--- src/rtl/initial_perm_loader.sv ---
// initial_perm_loader: assembles eight bytes into a 64-bit DES block,
// applies the DES initial permutation and presents the two 32-bit halves
// (l0, r0) to the round datapath.
//
// Handshakes: both ports use valid/ready. A transfer happens on a rising
// edge where valid and ready are both high. The producer must hold its
// payload stable while valid is high and ready is low. On the input side,
// clr has priority: a byte presented on a clr edge is dropped.
module initial_perm_loader #(
  parameter int MSB_FIRST = 1
) (
  input  logic        clk,
  input  logic        rst_n,
  input  logic [7:0]  byte_in,
  input  logic        byte_valid,
  output logic        byte_ready,
  input  logic        clr,
  output logic [31:0] l0,
  output logic [31:0] r0,
  output logic        blk_valid,
  input  logic        blk_ready,
  output logic        busy
);

  // DES initial permutation. Entry i (0-based) names the DES input bit
  // (1 = vector bit 63) that lands on DES output bit i+1.
  localparam int IP_TAB [64] = '{
    58, 50, 42, 34, 26, 18, 10, 2,
    60, 52, 44, 36, 28, 20, 12, 4,
    62, 54, 46, 38, 30, 22, 14, 6,
    64, 56, 48, 40, 32, 24, 16, 8,
    57, 49, 41, 33, 25, 17,  9, 1,
    59, 51, 43, 35, 27, 19, 11, 3,
    61, 53, 45, 37, 29, 21, 13, 5,
    63, 55, 47, 39, 31, 23, 15, 7
  };

  function automatic logic [63:0] des_ip(input logic [63:0] d);
    logic [63:0] o;
    o = '0;
    for (int i = 0; i < 64; i++) begin
      o[6'(63 - i)] = d[6'(64 - IP_TAB[i])];
    end
    return o;
  endfunction

  logic [63:0] asm_q;
  logic [63:0] asm_next;
  logic [3:0]  cnt;
  logic        accept;
  logic        load;
  logic [63:0] perm;

  assign byte_ready = (cnt < 4'd8);
  assign busy       = (cnt != 4'd0);
  assign accept     = byte_valid && byte_ready && !clr;
  // A full block moves out when the output register is empty or is being
  // drained on this same edge.
  assign load       = (cnt == 4'd8) && (!blk_valid || blk_ready);
  assign perm       = des_ip(asm_q);

  // Next assembly value: bytes enter at the low end and move up (MSB-first),
  // or enter at the high end and move down (LSB-first).
  always_comb begin
    asm_next = asm_q;
    if (MSB_FIRST != 0) begin
      asm_next = {asm_q[55:0], byte_in};
    end else begin
      asm_next = {byte_in, asm_q[63:8]};
    end
  end

  // Byte counter and assembly register. A load or clr restarts the count;
  // asm_q only changes on an accepted byte, so it is frozen while stalled.
  always_ff @(posedge clk or negedge rst_n) begin
    if (!rst_n) begin
      cnt   <= 4'd0;
      asm_q <= 64'd0;
    end else begin
      if (load || clr) begin
        cnt <= 4'd0;
      end else if (accept) begin
        cnt <= cnt + 4'd1;
      end
      if (accept) begin
        asm_q <= asm_next;
      end
    end
  end

  // Output register: a load wins over a drain so back-to-back blocks keep
  // blk_valid high; clr never touches this register.
  always_ff @(posedge clk or negedge rst_n) begin
    if (!rst_n) begin
      l0        <= 32'd0;
      r0        <= 32'd0;
      blk_valid <= 1'b0;
    end else begin
      if (load) begin
        l0        <= perm[63:32];
        r0        <= perm[31:0];
        blk_valid <= 1'b1;
      end else if (blk_valid && blk_ready) begin
        blk_valid <= 1'b0;
      end
    end
  end

endmodule

--- config.mk ---
export PLATFORM = sky130hd
export DESIGN_NAME = initial_perm_loader
export DESIGN_NICKNAME = d
export VERILOG_FILES = /design/src/rtl/initial_perm_loader.sv
export SDC_FILE = /design/constraint.sdc
export NUM_CORES = 1
export LEC_CHECK = 0
export BUFFER_PORTS_ARGS = -buffer_cell sky130_fd_sc_hd__buf_2
export CORE_AREA = 2 2 88 90
export CTS_CLUSTER_DIAMETER = 60
export DETAILED_ROUTE_END_ITERATION = 10
export DIE_AREA = 0 0 90 92
export PLACE_DENSITY_LB_ADDON = 0.1
export SLEW_MARGIN = 20
export SYNTH_ARGS = -nofsm -noshare
export SYNTH_HDL_FRONTEND = slang
export SYNTH_SLANG_ARGS = --single-unit
export TNS_END_PERCENT = 20
--- constraint.sdc ---
create_clock -name clk -period 4.2 [get_ports clk]
set_clock_uncertainty 0.05 [all_clocks]
set_input_delay 0.42 -clock clk [delete_from_list [all_inputs] [get_ports clk]]
set_output_delay 0.42 -clock clk [all_outputs]
set_load 0.01 [all_outputs]
# Word-level counts from Yosys, hierarchy flattened
# Index checks and enable logic that the tools add are counted.
[word_totals]
word_cells = 22
regBits = 53
output_inout_bits = 67
in_bits = 13
[op_classes]
magnitude_cmp = 1
reduce_logical = 11
eq_ne = 1
addsub = 1
muxes = 4
[op_table]
columns = ["operator", "n"]
rows = [
  ["$mux 4", 2],
  ["$add 4x1->4 const B", 1],
  ["$eq 4x4->1 const B", 1],
  ["$logic_and 1x1->1", 4],
  ["$lt 4x4->1 const B", 1],
  ["$reduce_bool 2->1", 2],
  ["$reduce_bool 4->1", 1],
  ["$logic_not 1->1", 2],
  ["$logic_or 1x1->1", 2],
  ["$mux 1", 2],
]

# Depth between registers and ports, before layout
# Gate-level depths: netlist (run 1).
[logic_depth]
ltp_word = 5
mapped_depth = 6
mapped_depth_nobuf = 5

# Least setup slack after synthesis (run 1)
# OpenSTA, ideal clock, no wires.
[synth_path]
kind = "reg2reg"
startpoint = "register cnt[0]"
endpoint = "register r0[12]"
n_path_buf = 1
period_less_slack_ns = 1.496
path_slack_ns = 2.704
required_time_ns = 4.025
setup_ns = 0.125
arrival_ns = 1.322
stages_incl_launch_ff = 7
cell_sequence = "dfrtp_1 > inv_1 > ha_1 > nand3b_1 > a21oi_2 > buf_4 > mux2_2"
[synth_between]
elab_chain_cells = 2
[synth_rtl]
columns = ["item", "line", "rtl"]
rows = [
  ["start, declared", "49", "logic [3:0] cnt;"],
  ["start signal, assigned", "83", "cnt <= cnt + 4'd1;"],
  ["$eq 4x4->1", "59", "assign load = (cnt == 4'd8) && (!blk_valid || blk_ready);"],
  ["$logic_and 1x1->1", "59", ""],
  ["end signal, assigned", "101", "r0 <= perm[31:0];"],
  ["end, declared", "19", "output logic [31:0] r0,"],
]
# No other way between the ends.
# A chain may end at the register's enable or synchronous reset.

# Final worst setup path (run 1)
[layout_path]
startpoint = "register cnt[0]"
endpoint = "register r0[13]"
# The elaborated chain is that of the path after synthesis.

==> results.json, run 1 <==
{
  "ant_nets": 0,
  "die_h_um": 92,
  "fp-row-count": 32,
  "cts.sinks": 37,
  "grt_pass1_vias": 913,
  "setup_viol": 0,
  "crit_required_ns": 4.31,
  "cts_resized": 0,
  "syn_area_um2": 1850,
  "clockRootBuffer": "clkbuf_8",
  "grt_usage_pct": 7.11,
  "via_per_inst": 3.46,
  "min_path_type": "input port to async pin",
  "areaGrowthSynthToFinish_pct": 7.23,
  "antenna_found_initial": 0,
  "ioPinCount": 80,
  "end_kind": "flop",
  "io_buffers": 27,
  "drt-total-wl_mm": 2.81,
  "drc": 0,
  "synth_top_area_share_pct": 50.0,
  "fin_setup_tns_ns": 0,
  "ctsHoldBuffers": 0,
  "dieArea_um2": 8280,
  "syn_avg_cell_area_um2": 12.9,
  "cp_max_fo": 20,
  "hold_viol": 0,
  "die-width_um": 90,
  "cts_buffer_depth": 2,
  "final_area_um2": 1990,
  "fin_crit_sh_pct": 47.0,
  "grt_overflow": 0,
  "max_slew_margin_pct": 45.2,
  "core_area_um2": 7450,
  "grt_pass1_wl_mm": 4.57,
  "synth_cell_type_count": 19,
  "tightestPinTransition_ns": 0.821,
  "p_total_uw": 762,
  "crit_arrival_ns": 2.09,
  "clk_latency_ns": 0.28,
  "numCtsBuffers": 5,
  "maxSlewViolCount": 0,
  "powerDensity_nw_per_um2": 384,
  "first_iter_violations": 23,
  "rsz0062_at_grt": "false",
  "async_flop_share_pct": 100,
  "synth_ff_type": "dfrtp_1",
  "synth_common_cells": "50 x buf_4, 37 x dfrtp_1, 31 x mux2_2, 6 x inv_1, 4 x nor3_1",
  "vias": 955,
  "h-tree-depth": 2,
  "synth.most_common_cell": "buf_4",
  "peakVddDrop_mv": 0.147,
  "period_needed_ns": 1.98,
  "cap_violations": 0,
  "fillers": 802,
  "r2r_cells": 5,
  "seq_area_frac_synth_pct": 50.0,
  "grt_max_degree": 38,
  "first_pass_iters": 2,
  "leakagePower_uw": 0.00103,
  "postPlaceCellArea_um2": 1900,
  "timing.fmax_mhz": 506,
  "crit_path_start_kind": "flop",
  "crit_type": "flop to flop",
  "diodes": 0,
  "status": "finished, final reports clean",
  "whs_ns": 0.183,
  "tritoncts": "done",
  "final_nets": 189,
  "synth-seq-cells": 37,
  "syn_inst": 144,
  "dp_hpwl_mm": 1.98,
  "gp_congestion": 0.646,
  "wire_per_inst_um": 10.2,
  "synth.top_cells.by_area": "dfrtp_1 50%, buf_4 20%, mux2_2 19%, ha_1 1.4%, inv_1 1.2%",
  "fin_ws_ns": 2.22,
  "initial_core_util_pct": 24.9,
  "postCtsSetupRepairBufs": 0,
  "yosys_warnings": 0,
  "synth-edff-count": 0,
  "path_clk_slew_ns": 0.07,
  "layout-drive-gt1-share_pct": 39.1,
  "synth_top_area_cell": "dfrtp_1",
  "place_ws_ns": 2.20
}
## flip-flops by register name, indices dropped and copies added (netlist names)
| signal | flops |
|---|---|
| cnt | 4 |
| r0 | 16 |
| asm_q | 16 |
| blk_valid | 1 |
## per-layer routing
layer / part of all wire (%) / up-vias / track usage, % / wire length [um]
met5: 0 / - / 0 / 0
met4: 1.7 / 0 / 3.08 / 49
met3: 8.5 / 5 / 2.88 / 238
met2: 49 / 53 / 11.7 / 1370
met1: 41 / 458 / 8.23 / 1150
li1: - / 439 / - / -
## final timing paths
path	slack, ns	end	start
worst max-delay path	2.22	r0[13]$_DFFE_PN0P_	cnt[0]$_DFFE_PN0P_
worst min-delay path	0.18	asm_q[15]$_DFFE_PN0P_	rst_n
worst max register to register	2.22	r0[13]$_DFFE_PN0P_	cnt[0]$_DFFE_PN0P_
worst min register to register	0.44	r0[21]$_DFFE_PN0P_	r0[21]$_DFFE_PN0P_
max in group asynchronous	3.40	r0[6]$_DFFE_PN0P_	rst_n
min in group clk	0.28	blk_valid$_DFFE_PN0P_	blk_ready
## cell usage in the layout, fill, tap and decap left out, drive strengths merged
cell type and count:
a21oi 1, a41oi 1, and4bb 1, buf 28
clkbuf 7, conb 48, dfrtp 37, ha 2
inv 6, mux2 32, mux2i 1, nand3 1
nand3b 1, nor3 4, nor3b 1, o21ai 1
xnor2 2
## layout make-up
cell class                 instances  area, um^2  area share, %
sequential                        37         926           46.6
multi-input combinational         96         681           34.3
timing repair buffer              28         143           7.18
tap                              102         128           6.43
clock buffer                       7        86.3           4.35
inverter                           6        22.5           1.13
## logic make-up after synthesis
family / synth area share, %
buffers and inverters: 23.2
DFF: 50.0
muxes: 20.0
and+or+nand+nor: 3.11
AOI/OAI and AO/OA: 1.22
adders and majority gates: 1.35
xor gates and xnor gates: 0.946
other: 0.203
## critical path, cell delays in order, from the launching register on
cell and delay, ns:
dfrtp_1 0.43, inv_1 0.08, ha_1 0.17, nand3b_1 0.15, a21oi_4 0.58, mux2_2 0.41
## where the power goes
group          internal (uW)  total, uW  switching (uW)  leakage, uW
logic                   42.0       87.5            45.5     0.000501
clock network            130        245             115    0.0000443
registers                402        429            27.6     0.000482
## stage by stage
| step | cells | util (%) |
|---|---|---|
| 2_1_floorplan | 191 | - |
| 3_3_place_gp | 269 | 25.4 |
| 3_5_place_dp | 269 | 25.5 |
| 4_1_cts | 276 | 26.7 |
| 5_1_grt | 276 | 26.7 |
| 6_report | 276 | 26.7 |
Note: power is estimated with default switching activity, not from simulation.
==> inputs of run 2 (changes only) <==
--- a/config.mk
+++ b/config.mk
@@ -5,11 +5,12 @@
 export SDC_FILE = /design/constraint.sdc
 export NUM_CORES = 1
 export LEC_CHECK = 0
+export ABC_AREA = 1
 export BUFFER_PORTS_ARGS = -buffer_cell sky130_fd_sc_hd__buf_2
-export CORE_AREA = 2 2 88 90
+export CORE_AREA = 2 2 91 93
 export CTS_CLUSTER_DIAMETER = 60
 export DETAILED_ROUTE_END_ITERATION = 10
-export DIE_AREA = 0 0 90 92
+export DIE_AREA = 0 0 93 95
 export PLACE_DENSITY_LB_ADDON = 0.1
 export SLEW_MARGIN = 20
 export SYNTH_ARGS = -nofsm -noshare
==> constraint.sdc (replaced) <==
create_clock -name clk -period 2 [get_ports clk]
set_clock_uncertainty 0.05 [all_clocks]
set_input_delay 0.2 -clock clk [delete_from_list [all_inputs] [get_ports clk]]
set_output_delay 0.2 -clock clk [all_outputs]
set_load 0.01 [all_outputs]
==> run 2 against run 1 <==
  * Sequential share of layout area fell by 2.6 points
  * Critical path depth rose by 1
  * Clock power rose by 110%
  * Register-to-register slack got worse by 1.6 ns
  * Total power rose by 110%
  * Via count rose by 26%
  * Design area rose by 5.9%
  * Core utilization fell by 0.15 points
  * Critical endpoint is now busy
  * Synthesized area rose by 6.3%
==> results.json, run 2 <==
{
  "status": "finished, final reports clean",
  "r2r_cells": 8,
  "drt-total-wl_mm": 3.23,
  "via_per_inst": 3.46,
  "setup_viol": 0,
  "initial_core_util_pct": 24.8,
  "met3_length_um": 234,
  "async_flop_share_pct": 100,
  "cts_buffer_depth": 2,
  "drc": 0,
  "grt_pass1_vias": 1105,
  "holdPathEnd": "asm_q[1]$_DFFE_PN0P_",
  "final_common_cell": "nand2_1",
  "io_buffers": 27,
  "synth_compound_area_share_pct": 10.7,
  "grt_overflow": 0,
  "synth_common_cells": "49 x nand2_1, 48 x buf_4, 37 x dfrtp_1, 22 x inv_1, 15 x o21ai_2",
  "synth_mux_area_share_pct": 0,
  "rr_startpoint": "cnt[0]$_DFFE_PN0P_",
  "yosys.area_share.simple_pct": 14.6,
  "timing.fmax_mhz": 652,
  "synth-edff-count": 0,
  "fin_ws_ns": 0.466,
  "yosys_warnings": 0,
  "seq_area_frac_synth_pct": 47.0,
  "synth.top_cells.by_area": "dfrtp_1 47%, buf_4 18%, nand2_1 9.3%, o21ai_2 6.7%, inv_1 4.2%",
  "top_regs": "asm_q (16), r0 (16), cnt (4)",
  "postCtsSetupRepairBufs": 0,
  "crit_type": "flop to output pin",
  "synth_top_area_share_pct": 47.0,
  "fin_crit_sh_pct": 76.7,
  "tritoncts": "done",
  "h-tree-depth": 2,
  "powerDensity_nw_per_um2": 754,
  "first_iter_violations": 41,
  "antenna_found_initial": 0,
  "end_kind": "output pin",
  "layout-drive-gt1-share_pct": 24.6,
  "leakagePower_uw": 0.00117,
  "hold_path_startpoint": "byte_in[1]",
  "wire_per_inst_um": 9.26,
  "synth_ff_type": "dfrtp_1",
  "fp-row-count": 33,
  "areaGrowthSynthToFinish_pct": 6.80,
  "final_nets": 259,
  "synth_cell_type_count": 18,
  "syn_inst": 213,
  "ioPinCount": 80,
  "fin_setup_tns_ns": 0,
  "rsz0062_at_grt": "false",
  "core_area_um2": 7930,
  "peakVddDrop_mv": 0.296,
  "fillers": 881,
  "syn_avg_cell_area_um2": 9.24,
  "wl_met2_mm": 1.42,
  "worstReg2RegEnd": "cnt[2]$_DFFE_PN0P_",
  "m1WireLength_mm": 1.52,
  "synth_top_family_by_area": "buffers and inverters",
  "die_h_um": 95,
  "grt_max_degree": 38,
  "path_clk_slew_ns": 0.07,
  "crit_required_ns": 1.75,
  "synth.most_common_cell": "nand2_1",
  "first_pass_iters": 4,
  "die-width_um": 93,
  "cp_max_fo": 4,
  "numCtsBuffers": 5,
  "min_path_type": "input port to flop",
  "dieArea_um2": 8840,
  "synth_fa_ha_area_share_pct": 1.27,
  "synth_top_area_cell": "dfrtp_1",
  "syn_area_um2": 1970,
  "routed.top_layer": "met4",
  "place_ws_ns": 0.572,
  "rrSetupSlack_ns": 0.58,
  "cap_violations": 0,
  "diodes": 0,
  "clk_latency_ns": 0.28,
  "ant_nets": 0,
  "vias": 1207,
  "maxSlewViolCount": 0,
  "period_needed_ns": 1.53,
  "synth_xor_area_share_pct": 0,
  "synth-seq-cells": 37,
  "clockRootBuffer": "clkbuf_8",
  "layout_common_cells": "49 x nand2_1, 48 x conb_1, 37 x dfrtp_1",
  "cts.sinks": 37,
  "grt_pass1_wl_mm": 5.48,
  "crit_arrival_ns": 1.28,
  "dp_hpwl_mm": 2.20,
  "whs_path_depth": 3,
  "gp_congestion": 0.725,
  "crit_path_start_kind": "flop",
  "grt_usage_pct": 8.11,
  "hold_viol": 0
}
[run 2: changes by cell type after synthesis, moves of 5 or more]
cell     previous run  this run
nor2_1              0        10
o21ai_1             0         9
buf_6               1         6
inv_1               6        22
nand2_1             0        49
o21ai_2             0        15
mux2_2             31         0
[run 2: layer usage]
metal,vias up,track usage (%)
met5,-,0
met4,0,3.31
met3,5,2.95
met2,52,12.6
met1,531,10.2
li1,619,-
[run 2: area by class of cell]
cell class / count / area (um^2) / share of cell area, %
sequential: 37 / 926 / 44.0
multi-input combinational: 146 / 704 / 33.5
timing repair buffer: 31 / 168 / 7.98
tap: 105 / 131 / 6.25
clock buffer: 7 / 86.3 / 4.11
inverter: 23 / 86.3 / 4.11
[run 2: cells by family (layout without fill, tap and decap cells)]
family	Yosys count	after routing
adder cells (fa/ha/maj)	2	2
AND/OR/NAND/NOR	68	68
other	1	48
AO/OA/AOI/OAI	28	28
flip-flops	37	37
buffers and inverters	77	61
[run 2: critical path: stages, from the launching register on]
cell and delay, ns:
dfrtp_1 0.42, inv_1 0.09, ha_1 0.14, nand2_1 0.07, inv_1 0.10, nand2_1 0.06
buf_2 0.13
[run 2: per-stage QoR]
| step | utilization (%) | cells | instance area (um^2) | power [uW] | hold slack (ns) |
|---|---|---|---|---|---|
| after global placement | 25.3 | 341 | 2010 | 1080 | 0.246 |
| after floorplan | - | 260 | 2140 | 1090 | -0.146 |
| after global routing | 26.5 | 349 | 2100 | 1700 | 0.106 |
| final | 26.5 | 349 | 2100 | 1580 | 0.100 |
| after CTS | 26.5 | 349 | 2100 | 1620 | 0.0917 |
| after detailed placement | 25.3 | 341 | 2010 | 1080 | 0.238 |
[run 2: power breakdown]
part	internal (uW)	leakage [uW]	switching [uW]
Clock	273	0.0000443	250
Combinational	63.5	0.000643	153
Sequential	813	0.000483	31.0
Total	1150	0.00117	435
[run 2: worst max path at each step]
stage / from / end / cells after the start
floorplan: cnt[0]$_DFFE_PN0P_ / r0[23]$_DFFE_PN0P_ / 8
global placement: cnt[0]$_DFFE_PN0P_ / cnt[3]$_DFFE_PN0P_ / 8
detailed placement: cnt[0]$_DFFE_PN0P_ / cnt[0]$_DFFE_PN0P_ / 7
CTS: cnt[0]$_DFFE_PN0P_ / busy / 6
global route: cnt[0]$_DFFE_PN0P_ / busy / 6
finish: cnt[0]$_DFFE_PN0P_ / busy / 6
[run 2: repair_timing]
item                      CTS  global route
hold endpoints to repair   37             0
hold buffers                1             0
resized for setup           0             0
